[src/rtl/fc_tile_sequencer.sv]
// Tile sequencer for the accelerate_matrix FC datapath: streams x/bias words per tile, captures
// the four staggered output rows into a small result FIFO. Define FC_SEQ_PERF_EN for perf counters.
module fc_tile_sequencer #(
  parameter int unsigned NUM_TILES = 64,
  parameter int unsigned OUT_LAT   = 5
) (
  input  logic        clk,
  input  logic        rst,
  input  logic        start,
  output logic        busy,
  output logic        done,
  input  logic        cfg_we,
  input  logic [1:0]  cfg_addr,
  input  logic [31:0] cfg_wdata,
  output logic [9:0]  xmem_addr,
  input  logic [31:0] xmem_rdata,
  output logic [7:0]  bmem_addr,
  input  logic [31:0] bmem_rdata,
  output logic [31:0] acc_w,
  output logic [31:0] acc_x,
  output logic [31:0] acc_bias,
  input  logic [15:0] acc_out1,
  input  logic [15:0] acc_out2,
  input  logic [15:0] acc_out3,
  input  logic [15:0] acc_out4,
  output logic        res_valid,
  input  logic        res_ready,
  output logic [63:0] res_data,
  output logic [1:0]  res_row,
  output logic [7:0]  res_tile,
  output logic [31:0] perf_cycles,
  output logic [31:0] perf_stall
);

  localparam int unsigned WaitW = (OUT_LAT > 2) ? $clog2(OUT_LAT - 1) : 1;
  localparam logic [WaitW-1:0] WaitLast = WaitW'(OUT_LAT - 2);
  localparam logic [7:0] LastTile = 8'(NUM_TILES - 1);

  typedef enum logic [2:0] {
    StIdle,
    StPref,
    StFeed,
    StWait,
    StCapt,
    StDrain,
    StDone
  } state_e;

  typedef struct packed {
    logic [63:0] data;
    logic [1:0]  row;
    logic [7:0]  tile;
  } res_entry_t;

  state_e           state_q, state_d;
  logic [7:0]       tile_q, tile_d;
  logic [1:0]       idx_q, idx_d;
  logic [WaitW-1:0] wait_q, wait_d;
  logic [9:0]       xaddr_q, xaddr_d;
  logic [7:0]       baddr_q, baddr_d;
  logic [31:0]      weight_q [4];
  logic [31:0]      acc_w_q, acc_x_q, acc_bias_q;
  res_entry_t       fifo_q [4];
  res_entry_t       push_entry;
  logic [1:0]       wr_ptr_q, rd_ptr_q;
  logic [2:0]       cnt_q;
  logic             feed_en, push, pop, start_acc, drain_ok;

  assign busy      = (state_q != StIdle) && (state_q != StDone);
  assign done      = (state_q == StDone);
  assign start_acc = (state_q == StIdle) && start;
  assign res_valid = (cnt_q != 3'd0);
  assign pop       = res_valid && res_ready;
  // FIFO will be empty after this cycle, counting a pop happening now.
  assign drain_ok  = (cnt_q == {2'b00, pop});

  assign xmem_addr = xaddr_q;
  assign bmem_addr = baddr_q;
  assign acc_w     = acc_w_q;
  assign acc_x     = acc_x_q;
  assign acc_bias  = acc_bias_q;

  always_comb begin
    state_d = state_q;
    tile_d  = tile_q;
    idx_d   = idx_q;
    wait_d  = wait_q;
    xaddr_d = xaddr_q;
    baddr_d = baddr_q;
    feed_en = 1'b0;
    push    = 1'b0;
    unique case (state_q)
      StIdle: begin
        if (start_acc) begin
          state_d = StPref;
          tile_d  = '0;
          xaddr_d = '0;
          baddr_d = '0;
        end
      end
      StPref: begin
        state_d = StFeed;
        idx_d   = '0;
        xaddr_d = xaddr_q + 10'd1;
      end
      StFeed: begin
        feed_en = 1'b1;
        if (idx_q == 2'd3) begin
          state_d = StWait;
          wait_d  = '0;
        end else begin
          idx_d   = idx_q + 2'd1;
          xaddr_d = xaddr_q + 10'd1;
        end
      end
      StWait: begin
        if (wait_q == WaitLast) begin
          state_d = StCapt;
          idx_d   = '0;
        end else begin
          wait_d = wait_q + WaitW'(1);
        end
      end
      StCapt: begin
        push = 1'b1;
        if (idx_q == 2'd3) begin
          state_d = StDrain;
        end else begin
          idx_d = idx_q + 2'd1;
        end
      end
      StDrain: begin
        if (drain_ok) begin
          if (tile_q == LastTile) begin
            state_d = StDone;
          end else begin
            state_d = StPref;
            tile_d  = tile_q + 8'd1;
            xaddr_d = {tile_q + 8'd1, 2'b00};
            baddr_d = tile_q + 8'd1;
          end
        end
      end
      StDone: state_d = StIdle;
      default: state_d = StIdle;
    endcase
  end

  always_ff @(posedge clk or negedge rst) begin
    if (!rst) begin
      state_q <= StIdle;
      tile_q  <= '0;
      idx_q   <= '0;
      wait_q  <= '0;
      xaddr_q <= '0;
      baddr_q <= '0;
    end else begin
      state_q <= state_d;
      tile_q  <= tile_d;
      idx_q   <= idx_d;
      wait_q  <= wait_d;
      xaddr_q <= xaddr_d;
      baddr_q <= baddr_d;
    end
  end

  // Weights are frozen for the whole run so every tile sees the same matrix.
  always_ff @(posedge clk or negedge rst) begin
    if (!rst) begin
      for (int i = 0; i < 4; i++) begin
        weight_q[i] <= '0;
      end
    end else if (cfg_we && !busy) begin
      weight_q[cfg_addr] <= cfg_wdata;
    end
  end

  always_ff @(posedge clk or negedge rst) begin
    if (!rst) begin
      acc_w_q    <= '0;
      acc_x_q    <= '0;
      acc_bias_q <= '0;
    end else if (feed_en) begin
      acc_w_q <= weight_q[idx_q];
      acc_x_q <= xmem_rdata;
      if (idx_q == 2'd0) begin
        acc_bias_q <= bmem_rdata;
      end
    end
  end

  assign push_entry = '{data: {acc_out1, acc_out2, acc_out3, acc_out4}, row: idx_q, tile: tile_q};

  always_ff @(posedge clk or negedge rst) begin
    if (!rst) begin
      for (int i = 0; i < 4; i++) begin
        fifo_q[i] <= '0;
      end
      wr_ptr_q <= '0;
      rd_ptr_q <= '0;
      cnt_q    <= '0;
    end else begin
      if (push) begin
        fifo_q[wr_ptr_q] <= push_entry;
        wr_ptr_q         <= wr_ptr_q + 2'd1;
      end
      if (pop) begin
        rd_ptr_q <= rd_ptr_q + 2'd1;
      end
      cnt_q <= cnt_q + {2'b00, push} - {2'b00, pop};
    end
  end

  assign res_data = fifo_q[rd_ptr_q].data;
  assign res_row  = fifo_q[rd_ptr_q].row;
  assign res_tile = fifo_q[rd_ptr_q].tile;

`ifdef FC_SEQ_PERF_EN
  logic [31:0] perf_cycles_q, perf_stall_q;

  always_ff @(posedge clk or negedge rst) begin
    if (!rst) begin
      perf_cycles_q <= '0;
      perf_stall_q  <= '0;
    end else if (start_acc) begin
      perf_cycles_q <= '0;
      perf_stall_q  <= '0;
    end else begin
      if (busy && (perf_cycles_q != '1)) begin
        perf_cycles_q <= perf_cycles_q + 32'd1;
      end
      if (res_valid && !res_ready && (perf_stall_q != '1)) begin
        perf_stall_q <= perf_stall_q + 32'd1;
      end
    end
  end

  assign perf_cycles = perf_cycles_q;
  assign perf_stall  = perf_stall_q;
`else
  assign perf_cycles = '0;
  assign perf_stall  = '0;
`endif

endmodule

[config.mk]
export PLATFORM = sky130hd
export DESIGN_NAME = fc_tile_sequencer
export DESIGN_NICKNAME = d
export VERILOG_FILES = /design/src/rtl/fc_tile_sequencer.sv
export SDC_FILE = /design/constraint.sdc
export NUM_CORES = 1
export LEC_CHECK = 0
export BUFFER_PORTS_ARGS = -buffer_cell sky130_fd_sc_hd__buf_4
export CELL_PAD_IN_SITES_DETAIL_PLACEMENT = 2
export CELL_PAD_IN_SITES_GLOBAL_PLACEMENT = 2
export CORE_AREA = 8 8 250 300
export CTS_BUF_LIST = sky130_fd_sc_hd__clkbuf_16
export DETAILED_ROUTE_END_ITERATION = 8
export DIE_AREA = 0 0 258 308
export PLACE_DENSITY = 0.79
export SETUP_SLACK_MARGIN = 0.4
export SYNTH_ARGS = -nofsm -noshare
export SYNTH_HDL_FRONTEND = slang
export SYNTH_SLANG_ARGS = --single-unit
export TNS_END_PERCENT = 10
[constraint.sdc]
create_clock -name clk -period 5.45 [get_ports clk]
set_clock_uncertainty 0.05 [all_clocks]
set_input_delay 0.545 -clock clk [delete_from_list [all_inputs] [get_ports clk]]
set_output_delay 0.545 -clock clk [all_outputs]
set_load 0.02 [all_outputs]
# Word level (Yosys, flattened, before mapping)
# Cells that the tools add are included.
[totals]
reg_bits = 552
latchBits = 0
mem_bits_rw = 0
mem_bits_ro = 0
input_bits = 167
wordCells = 123
mem_count = 0
[op_classes]
addsub = 8
mul = 0
div = 0
n_lt_le_gt_ge = 6
n_eq_ne = 20
shift = 0
mux = 36
n_bitwise = 4
n_reduce_logical = 22
[ops]
columns = ["operator", "count"]
rows = [
  ["bitwise mux 296 bit", 1],
  ["2-to-1 mux 74 bit", 3],
  ["binary-select mux 74 bit (select 2 bit)", 1],
  ["demux 74 bit (select 2 bit)", 1],
  ["bitwise mux 128 bit", 1],
  ["2-to-1 mux 32 bit", 3],
  ["binary-select mux 32 bit (select 2 bit)", 1],
  ["demux 32 bit (select 2 bit)", 1],
  ["2-to-1 mux 10 bit", 4],
  ["one-hot mux 10 bit (4 select lines)", 1],
  ["2-to-1 mux 8 bit", 3],
  ["2-to-1 mux 3 bit", 6],
  ["inequality test 2 bit, second input constant", 9],
  ["one-hot mux 3 bit (6 select lines)", 1],
  ["one-hot mux 8 bit (2 select lines)", 1],
  ["greater-or-equal comparator 3 bit, second input constant", 4],
  ["NOT 2 -> 3 bit", 4],
  ["adder 10 x 1 -> 10 bit, second input constant", 1],
  ["AND reduction 5 bit", 2],
  ["== test 3 bit, second input constant", 3],
  ["nonzero test 3 bit", 3],
  ["adder 2 x 1 -> 2 bit, second input constant", 4],
  ["adder 8 x 1 -> 8 bit, second input constant", 1],
  ["== test 8 x 6 -> 1 bit, second input constant", 1],
  ["other kinds (22)", 36],
]

# Logic depth before layout (Yosys ltp)
# Gate-level depths: netlist of the first run.
[depth]
ltp_word = 6
ltp_mapped = 10
mapped_depth_nobuf = 9

# Worst setup path before layout of the first run
# No wires, ideal clock.
[synth_path]
path_type = "reg-to-reg"
start = "register cnt_q[2]"
end = "register cnt_q[2]"
arrival_ns = 2.238
path_slack_ns = 3.039
stages_incl_launch_ff = 9
path_buffers = 0
synth_period_minus_slack_ns = 2.411
cell_sequence = "dfrtp_1 or3_1 and2_1 ha_1 inv_1 ha_1 fa_1 xor2_1 xnor2_1"
[synth_between]
elab_chain_len = 3
elab_cells_between_ends = 4
classes_between = "2 x add/sub; 2 x reduce/logical"
[synth_lines]
columns = ["element", "line", "rtl"]
rows = [
  ["from (decl)", "66", "logic [2:0] cnt_q;"],
  ["from (signal assigned)", "210", "cnt_q <= cnt_q + {2'b00, push} - {2'b00, pop};"],
  ["nonzero test 3 bit", "72", "assign res_valid = (cnt_q != 3'd0);"],
  ["net res_valid", "26", "output logic res_valid,"],
  ["logical AND 1 bit", "73", "assign pop = res_valid && res_ready;"],
  ["net pop", "67", "logic feed_en, push, pop, start_acc, drain_ok;"],
  ["subtractor 3 x 1 -> 3 bit", "210", ""],
]
# The timed path passes the listed nets, and every way through them passes these cells.
# A chain may end at the register's enable or synchronous reset.

# Worst setup path after layout of the first run
[layout_path]
start = "register rd_ptr_q[0]"
end = "output res_data[15]"
[layout_between]
elab_chain_len = 4
[layout_lines]
columns = ["element", "line", "rtl"]
rows = [
  ["from (decl)", "65", "logic [1:0] wr_ptr_q, rd_ptr_q;"],
  ["from (signal assigned)", "208", "rd_ptr_q <= rd_ptr_q + 2'd1;"],
  ["NOT 2 -> 3 bit (not written as such)", "214", "assign res_data = fifo_q[rd_ptr_q].data;"],
  ["binary-select mux 74 bit (select 2 bit)", "214", ""],
  ["2-to-1 mux 74 bit (2 in series)", "-", ""],
  ["to (decl)", "28", "output logic [63:0] res_data,"],
]
# No other way between the ends. The select of a mux whose other input is x is not followed.

==> results.py, run 1 <==
metrics = {
    "power_and_ir_drop": {
        "power.internal_w": 0.01159,
        "comb_power_share_pct": 38.0,
        "sequentialPowerShare_pct": 39.9,
        "net-switching-power_w": 0.006076,
        "power_density_nw_per_um2": 597.8,
        "power_frac_clock_pct": 22.0,
        "ir_drop_uv": 286.2,
        "switching_share_pct": 34.39,
        "p_leak_nw": 13.58,
    },
    "grt": {
        "grt_max_degree": 139,
        "grt_pass1_wl_um": 106800,
        "grt_pass1_vias": 17110,
        "antenna_found_initial": 4,
        "grt-ovfl-total": 0,
        "track_usage_pct": 17.14,
    },
    "detailed_routing": {
        "totalWireLength_um": 69040,
        "wl_per_cell_um": 24.25,
        "ant_nets": 0,
        "viasPerCell": 5.011,
        "drt_first_pass_iters": 4,
        "drtIter0Drc": 510,
        "vias": 14270,
        "drc": 0,
    },
    "placement": {
        "gp_congestion": 0.7295,
        "portBuffers": 357,
        "dp_hpwl_um": 46250,
        "dp_slack_ns": 2.251,
    },
    "floorplanning": {
        "initial_core_util_pct": 34.62,
        "core_um2": 70290,
        "dieArea_um2": 79460,
        "rows": 107,
        "die_h_um": 308,
        "ios": 422,
        "dieWidth_um": 258,
    },
    "clocking": {
        "clk_path_buf_depth": 3,
        "cts_buffers": 60,
        "cts-root-buf": "clkbuf_16",
        "ctsResizeCount": 0,
        "htree_num_levels": 2,
        "cts.sinks": 552,
        "worst_skew_pair.late_latency_ns": 0.62,
        "clk_pin_slew_ns": 0.06,
        "cts_tree": "built",
        "post_cts_buffers": 0,
        "ctsHoldBuffers": 0,
    },
    "sta": {
        "maxSlewHeadroom_pct": 17.45,
        "fin_crit_ns": 3.416,
        "hold_violations": 1,
        "grt_setup_unrepaired": "no",
        "timing.final.crit_share_pct": 62.68,
        "worst_pin_slew_ns": 1.234,
        "tns_ns": 0,
        "timing.hold.ws_ns": -0.0008533,
        "fmax_mhz": 292.8,
        "finalSetupViolations": 0,
        "drv_slew": 0,
        "layout_setup_ws_ns": 2.034,
    },
    "critical_path": {
        "end_kind": "output pin",
        "criticalPathCategory": "flop to output pin",
        "critPathArrivalTime_ns": 2.82,
        "crit_fanout": 41,
        "crit_required_ns": 4.86,
        "start_kind": "flop",
    },
    "logic_synthesis": {
        "postSynthAreaPerCell_um2": 15.92,
        "ys_seq_elements": 552,
        "synthFlopType": "dfrtp_1",
        "synth_area_leaders": "dfrtp_1 (57%), mux2_2 (24%), mux4_2 (9.8%)",
        "ys_top_cells_by_count": "dfrtp_1 (552), mux2_2 (508), mux4_2 (106)",
        "ys.warnings.count": 0,
        "synth_cell_types": 54,
        "synth_top_area_share_pct": 56.76,
        "ys_seq_area_share_pct": 56.76,
        "async_reset_ff_share_pct": 100.0,
        "synth_edf_count": 0,
        "synthCells": 1529,
        "syn-cell-area_um2": 24340,
        "synth.most_common_cell": "dfrtp_1",
        "synth_top_area_cell": "dfrtp_1",
    },
    "final_layout": {
        "seqCellArea_um2": 13820,
        "drive_gt1_share_pct": 57.12,
        "area_delta_synth_final_pct": 21.43,
        "multiInputGateArea_um2": 9758,
        "fillers": 6828,
        "fin_nets": 2050,
    },
    "status": {
        "violations": "hold timing",
        "status": "finished, violations left",
    },
    "flow_run": {
        "cap_viol_max_count": 0,
    },
    "worst_hold_path": {
        "hold_path_class": "input port to asynchronous set/reset pin",
    },
}
-- worst max-delay path, stage by stage (launching register included) --
cell and delay (ns):
dfrtp_4 1.01, buf_12 0.40, mux4_2 0.60, buf_4 0.18
-- metal layers --
layer | vias up | share of wire (%) | GRT usage, %
met3 | 102 | 6.2 | 4.815
met4 | 4 | 2.5 | 4.908
met2 | 349 | 53 | 30.86
met1 | 7657 | 38 | 19.75
met5 | - | 0.039 | 0
li1 | 6153 | - | -
-- stage by stage --
step	cell area, um^2	hold slack, ns	cells	util (%)	total power (W)
after CTS	29540	0.02887	2843	42.03	0.01801
after floorplan	24570	0.1994	1592	-	0.01116
after global placement	27670	0.4122	2735	39.36	0.01344
after global routing	29540	0.06672	2844	42.03	0.01866
final	29550	-0.0008533	2847	42.05	0.01767
after detailed placement	27670	0.4245	2735	39.36	0.01392
-- placed cells by master, fill, tap and decap left out, drive strengths merged, types with 5 or more instances in the layout --
cell    Yosys  routed
ha         11      11
a31oi       5       5
buf       136     376
clkbuf     23      61
dfrtp     552     552
nor2       20      20
o21ai      19      19
and3       11      11
conb        1      64
clkinv      0      27
a21oi       8       8
mux2      526     526
nor3        9       9
xnor2       8       8
nand3       9       9
mux4      106     106
nand2      17      17
inv        16      29
o31ai       9       9
-- path summary, 6_finish.rpt --
check	endpoint	slack, ns	from	cells after the start
setup / recovery	res_data[15]	2.03	rd_ptr_q[0]	3
setup reg to reg	xmem_addr[3]	2.29	state_q[0]	5
max in group asynchronous	rd_ptr_q[1]	3.87	rst	2
hold / removal	acc_bias[13]	-0.0009	rst	1
hold reg to reg	weight_q[93]	0.44	weight_q[93]	1
min in group clk	acc_x[17]	0.10	xmem_rdata[17]	2
-- power by group through the flow --
stage | Combinational (W) | Sequential, W | Clock (W)
global route | 0.00719 | 0.00730 | 0.00417
detailed placement | 0.00680 | 0.00712 | 0
global placement | 0.00654 | 0.00690 | 0
CTS | 0.00687 | 0.00709 | 0.00404
finish | 0.00672 | 0.00705 | 0.00389
floorplan | 0.00422 | 0.00694 | 0
-- cell type report --
class / count / area share, %
flip-flops and latches: 552 / 46.77
multi-input cells: 865 / 33.02
repair buffers: 376 / 9.704
clock buffers: 61 / 5.165
well taps: 926 / 3.921
clock inverters: 47 / 1.181
inverters: 16 / 0.2032
diodes: 4 / 0.03387
-- registers in the layout, summed over array words and instances, names as in the netlist --
register   cells
bmem_addr      8
state_q        3
acc_w         32
acc_x         32
acc_bias      32
rd_ptr_q       2
wr_ptr_q       2
idx_q          2
xmem_addr     10
cnt_q          3
weight_q     128
fifo_q       296
wait_q         2
-- kinds of logic (layout without fill, tap and decap cells) --
| group | Yosys count | after routing | share of synthesized area (%) |
|---|---|---|---|
| multiplexers | 635 | 635 | 34.35 |
| flip-flops | 552 | 552 | 56.76 |
| buffers and inverters | 175 | 500 | 4.206 |
| AND/OR/NAND/NOR | 85 | 85 | 2.000 |
| AO/OA/AOI/OAI | 57 | 57 | 1.589 |
| adder cells (fa/ha/maj) | 12 | 12 | 0.6478 |
| XOR/XNOR | 12 | 12 | 0.4319 |
| other | 1 | 68 | 0.01541 |
No activity file was read; power rests on OpenSTA's default activity.
==> inputs of run 2 (changes only) <==
clock period = 3.3 ns   (was 5.45 ns; I/O delays follow)
==> results.py, run 2 (synthesis results as in run 1) <==
metrics = {
    "sta": {
        "fmax_mhz": 373.9,
        "maxSlewHeadroom_pct": 52.72,
        "tns_ns": 0,
        "timing.final.crit_share_pct": 81.05,
        "grt_setup_unrepaired": "no",
        "drv_slew": 0,
        "worst_pin_slew_ns": 0.7092,
        "hold_violations": 0,
        "timing.hold.ws_ns": 0.08059,
        "fin_crit_ns": 2.675,
        "finalSetupViolations": 0,
        "layout_setup_ws_ns": 0.6252,
    },
    "critical_path": {
        "path_delay_family": "multiplexers",
        "critPathArrivalTime_ns": 2.29,
        "timing.rr.start": "state_q[2]",
        "rrSetupSlack_ns": 0.69,
        "reg2reg_depth": 7,
        "cpPeakStageDelay_ns": 0.60,
        "crit_required_ns": 2.92,
        "slowest_stage": "mux4_2",
        "criticalPathCategory": "flop to output pin",
        "start_kind": "flop",
        "cp.buffers_inverters": 2,
        "crit_fanout": 42,
        "crit_chain": "buf_12, mux4_2, buf_4",
        "end_kind": "output pin",
        "r2r_end": "weight_q[33]",
    },
    "floorplanning": {
        "rows": 107,
        "dieArea_um2": 79460,
        "core_um2": 70290,
        "die_h_um": 308,
        "dieWidth_um": 258,
        "ios": 422,
        "initial_core_util_pct": 34.62,
    },
    "worst_hold_path": {
        "hp-start": "res_ready",
        "hold_depth": 3,
        "whs_endpoint": "rd_ptr_q[0]",
        "hold_path_class": "input port to flop",
    },
    "placement": {
        "dp_slack_ns": 0.7420,
        "portBuffers": 357,
        "dp_hpwl_um": 46520,
        "gp_congestion": 0.7560,
        "dp.cells": 2756,
    },
    "final_layout": {
        "regMostFlops": "fifo_q",
        "fin_nets": 2232,
        "top_regs": "fifo_q (296), weight_q (128)",
        "largest_reg_flops": 296,
        "fillers": 6621,
        "drive_gt1_share_pct": 53.38,
        "layout_commonest_cell": "dfrtp_1",
        "fin_cells": 3030,
        "area_delta_synth_final_pct": 29.65,
        "layout_common_cells": "dfrtp_1 (549), mux2_2 (508), buf_4 (380)",
    },
    "flow_run": {
        "cap_viol_max_count": 0,
    },
    "clocking": {
        "cts_buffers": 60,
        "clk_path_buf_depth": 3,
        "worst_skew_pair.late_latency_ns": 0.62,
        "htree_num_levels": 2,
        "cts.sinks": 552,
        "post_cts_buffers": 0,
        "cts-root-buf": "clkbuf_16",
        "clk_pin_slew_ns": 0.06,
        "cts_tree": "built",
    },
    "detailed_routing": {
        "drc": 0,
        "wl_per_cell_um": 25.99,
        "drtIter0Drc": 534,
        "viasPerCell": 5.000,
        "totalWireLength_um": 78750,
        "vias": 15150,
        "drt_first_pass_iters": 6,
        "ant_nets": 0,
    },
    "grt": {
        "grt_pass1_wl_um": 122000,
        "grt_max_degree": 84,
        "antenna_found_initial": 4,
        "grt-ovfl-total": 0,
        "track_usage_pct": 19.73,
        "grt_pass1_vias": 18810,
    },
    "power_and_ir_drop": {
        "ir_drop_uv": 546.7,
        "power_density_nw_per_um2": 963.1,
        "p_leak_nw": 14.45,
    },
    "status": {
        "status": "finished clean",
    },
}
## run 2: routing by layer
| layer | GRT usage [%] | vias to the layer above | part of all wire, % |
|---|---|---|---|
| li1 | - | 6503 | - |
| met1 | 22.28 | 8126 | 38 |
| met2 | 37.18 | 389 | 55 |
| met3 | 4.014 | 133 | 4.7 |
| met4 | 5.681 | 0 | 2.6 |
| met5 | 0 | - | 0 |
## run 2: final cells by class
class                      instances  area, um^2  area share, %
tap                              926        1159          3.672
multi-input combinational        865        9758          30.93
inverter                          16       60.06         0.1903
antenna                            4       10.01        0.03172
sequential                       552       13820          43.81
clock buffer                      60        1501          4.759
timing repair buffer             558        4800          15.21
clock inverter                    49       441.7          1.400
## run 2: through the flow
stage	util [%]	total power [W]	cell area (um^2)
2_1_floorplan	-	0.01844	24570
3_3_place_gp	39.82	0.02235	27990
3_5_place_dp	39.82	0.02317	27990
4_1_cts	44.88	0.03025	31540
5_1_grt	44.89	0.03190	31550
6_report	44.89	0.03039	31550
## run 2: tightest hold or removal path: cells and delay by family
kind | cells | cell delay (ns)
and+or+nand+nor | 1 | 0.19
buffers and inverters | 1 | 0.09
xor gates and xnor gates | 1 | 0.08
## run 2: where the power goes
group          leakage, nW  total [W]  switching [W]  internal (W)
Combinational         6.42     0.0121        0.00593       0.00614
Sequential            7.03     0.0115        0.00190       0.00962
Clock                 1.00    0.00679        0.00294       0.00385
## run 2: worst max path at each step
stage                           start      endpoint  slack [ns]  cells after the start
final                     rd_ptr_q[0]  res_data[17]        0.63                      3
after floorplan              cnt_q[2]      cnt_q[2]        0.89                      8
after global routing      rd_ptr_q[0]  res_data[25]        0.49                      3
after CTS                 rd_ptr_q[0]  res_data[17]        0.54                      3
after detailed placement   state_q[2]  weight_q[39]        0.74                      7
after global placement     state_q[1]      cnt_q[2]        0.78                      9
## run 2: repair_timing
| action | CTS | global route |
|---|---|---|
| endpoints found under the hold margin | 506 | 0 |
| hold buffers | 161 | 0 |
| gates resized for setup | 0 | 0 |
==> inputs of run 3 (changes only) <==
ABC_AREA = 1   (was default)
CORE_AREA = 8 8 252 303   (was 8 8 250 300)
DIE_AREA = 0 0 260 311   (was 0 0 258 308)
PLACE_DENSITY = 0.88   (was 0.79)
clock period = 2.8 ns   (was 3.3 ns; I/O delays follow)
==> results.py, run 3 <==
metrics = {
    "final_layout": {
        "regMostFlops": "fifo_q",
        "drive_gt1_share_pct": 18.60,
        "fin_cells": 4207,
        "fillers": 7454,
        "fin_area_um2": 32110,
        "fin_nets": 3394,
        "top_regs": "fifo_q (296), weight_q (128)",
        "area_delta_synth_final_pct": 33.32,
        "layout_common_cells": "nand2_1 (705), o21ai_0 (574), dfrtp_1 (549)",
        "layout_commonest_cell": "nand2_1",
        "largest_reg_flops": 296,
    },
    "flow_run": {
        "cap_viol_max_count": 0,
    },
    "sta": {
        "tns_ns": 0,
        "worst_pin_slew_ns": 0.8849,
        "maxSlewHeadroom_pct": 41.01,
        "hold_violations": 0,
        "fmax_mhz": 395.1,
        "timing.final.crit_share_pct": 90.38,
        "grt_setup_unrepaired": "yes",
        "fin_crit_ns": 2.531,
        "finalSetupViolations": 0,
        "drv_slew": 0,
    },
    "critical_path": {
        "crit_required_ns": 2.47,
        "criticalPathCategory": "flop to output pin",
        "start_kind": "flop",
        "crit_fanout": 23,
        "critPathArrivalTime_ns": 2.20,
        "end_kind": "output pin",
    },
    "logic_synthesis": {
        "synth_cell_types": 38,
        "async_reset_ff_share_pct": 100.0,
        "synth_area_leaders": "dfrtp_1 (57%), o21ai_0 (13%), nand2_1 (11%)",
        "ys_seq_area_share_pct": 57.35,
        "synthCells": 2744,
        "synth_top_area_cell": "dfrtp_1",
        "syn-cell-area_um2": 24080,
        "synth.most_common_cell": "nand2_1",
        "synth_top_area_share_pct": 57.35,
        "synthFlopType": "dfrtp_1",
        "ys_top_cells_by_count": "nand2_1 (711), o21ai_0 (607), dfrtp_1 (552)",
        "ys_seq_elements": 552,
        "ys.warnings.count": 0,
        "postSynthAreaPerCell_um2": 8.777,
        "synth_edf_count": 0,
    },
    "floorplanning": {
        "core_um2": 71480,
        "dieArea_um2": 80860,
        "die_h_um": 311,
        "dieWidth_um": 260,
        "initial_core_util_pct": 33.69,
        "ios": 422,
        "rows": 108,
    },
    "placement": {
        "dp.cells": 3903,
        "portBuffers": 357,
        "dpl_cell_area_um2": 27580,
        "dp_hpwl_um": 56910,
        "gp_congestion": 0.7717,
    },
    "clocking": {
        "cts_tree": "built",
        "clk_path_buf_depth": 3,
        "cts.sinks": 552,
        "worst_skew_pair.late_latency_ns": 0.63,
        "cts-root-buf": "clkbuf_16",
        "htree_num_levels": 2,
        "clk_pin_slew_ns": 0.06,
        "cts_buffers": 60,
    },
    "status": {
        "status": "finished clean",
    },
    "grt": {
        "grt_pass1_wl_um": 161300,
        "grt-ovfl-total": 0,
        "antenna_found_initial": 7,
        "grt_max_degree": 87,
        "track_usage_pct": 25.18,
        "grt_pass1_vias": 25900,
    },
    "power_and_ir_drop": {
        "p_leak_nw": 15.66,
        "ir_drop_uv": 673.2,
        "power_density_nw_per_um2": 1282,
    },
    "detailed_routing": {
        "totalWireLength_um": 110500,
        "drtIter0Drc": 1263,
        "vias": 22540,
        "viasPerCell": 5.358,
        "wl_per_cell_um": 26.26,
        "ant_nets": 0,
        "drc": 0,
        "drt_first_pass_iters": 5,
    },
    "worst_hold_path": {
        "hold_path_class": "input port to flop",
    },
}
==> run 3: critical path, stage by stage (launching register included) <==
cell and delay, ns:
dfrtp_4 0.57, buf_12 0.17, buf_6 0.17, o21ai_0 0.31, o22ai_2 0.16, buf_4 0.18
==> run 3: layer usage <==
metal | GRT usage (%) | up-vias | wire, um
li1 | - | 9826 | -
met1 | 28.43 | 11780 | 41750
met2 | 46.93 | 704 | 58800
met3 | 4.898 | 232 | 5747
met4 | 7.709 | 2 | 4174
met5 | 0 | - | 13
==> run 3: per-stage QoR <==
| step | hold slack [ns] | power [W] | util (%) | setup slack, ns |
|---|---|---|---|---|
| after floorplan | -0.06559 | 0.02210 | - | 0.7629 |
| after global placement | 0.2814 | 0.02773 | 38.58 | 0.7230 |
| after detailed placement | 0.2788 | 0.02911 | 38.58 | 0.6100 |
| after CTS | 0.03391 | 0.03888 | 44.29 | 0.2655 |
| after global routing | 0.07059 | 0.04311 | 44.90 | 0.2238 |
| final | 0.07169 | 0.04115 | 44.92 | 0.2692 |
==> run 3: final timing paths <==
check / start / end / slack, ns / cells past startpoint
max: rd_ptr_q[0] / res_data[52] / 0.27 / 5
min: res_ready / rd_ptr_q[0] / 0.07 / 3
max reg2reg: state_q[0] / weight_q[64] / 0.50 / 7
min reg2reg: acc_x[31] / acc_x[31] / 0.43 / 2
max in group asynchronous: rst / fifo_q[138] / 1.52 / 3
min in group asynchronous: rst / fifo_q[25] / 0.13 / 2
==> run 3: cell families after synthesis <==
logic type | count (synthesis) | synth area share, %
and+or+nand+nor | 988 | 15.91
AOI/OAI and AO/OA | 775 | 17.03
DFF | 552 | 57.35
buffers and inverters | 378 | 7.315
muxes | 33 | 1.538
adders and majority gates | 12 | 0.6546
xor gates and xnor gates | 5 | 0.1818
other | 1 | 0.01557
==> run 3: repair_timing <==
| item | 4_1_cts | 5_1_grt |
|---|---|---|
| setup endpoints to repair | 74 | 76 |
| gates cloned | 6 | 10 |
| buffers inserted | 8 | 0 |
| resized for setup | 40 | 67 |
| endpoints found under the hold margin | 501 | 0 |
| hold buffers | 161 | 0 |
| pin swaps | 9 | 16 |
==> run 3: layout make-up <==
| type | count | area (um^2) | area share, % |
|---|---|---|---|
| diodes | 8 | 20.02 | 0.06235 |
| inverters | 138 | 545.5 | 1.699 |
| flip-flops and latches | 552 | 13820 | 43.04 |
| clock inverters | 51 | 510.5 | 1.590 |
| clock buffers | 60 | 1501 | 4.676 |
| multi-input cells | 1877 | 9016 | 28.08 |
| repair buffers | 586 | 5527 | 17.21 |
| well taps | 935 | 1170 | 3.643 |
==> run 3: power breakdown <==
group          switching [W]  internal, W
logic                 0.0117      0.00687
registers            0.00265       0.0115
clock network        0.00366      0.00481
total                 0.0180       0.0231
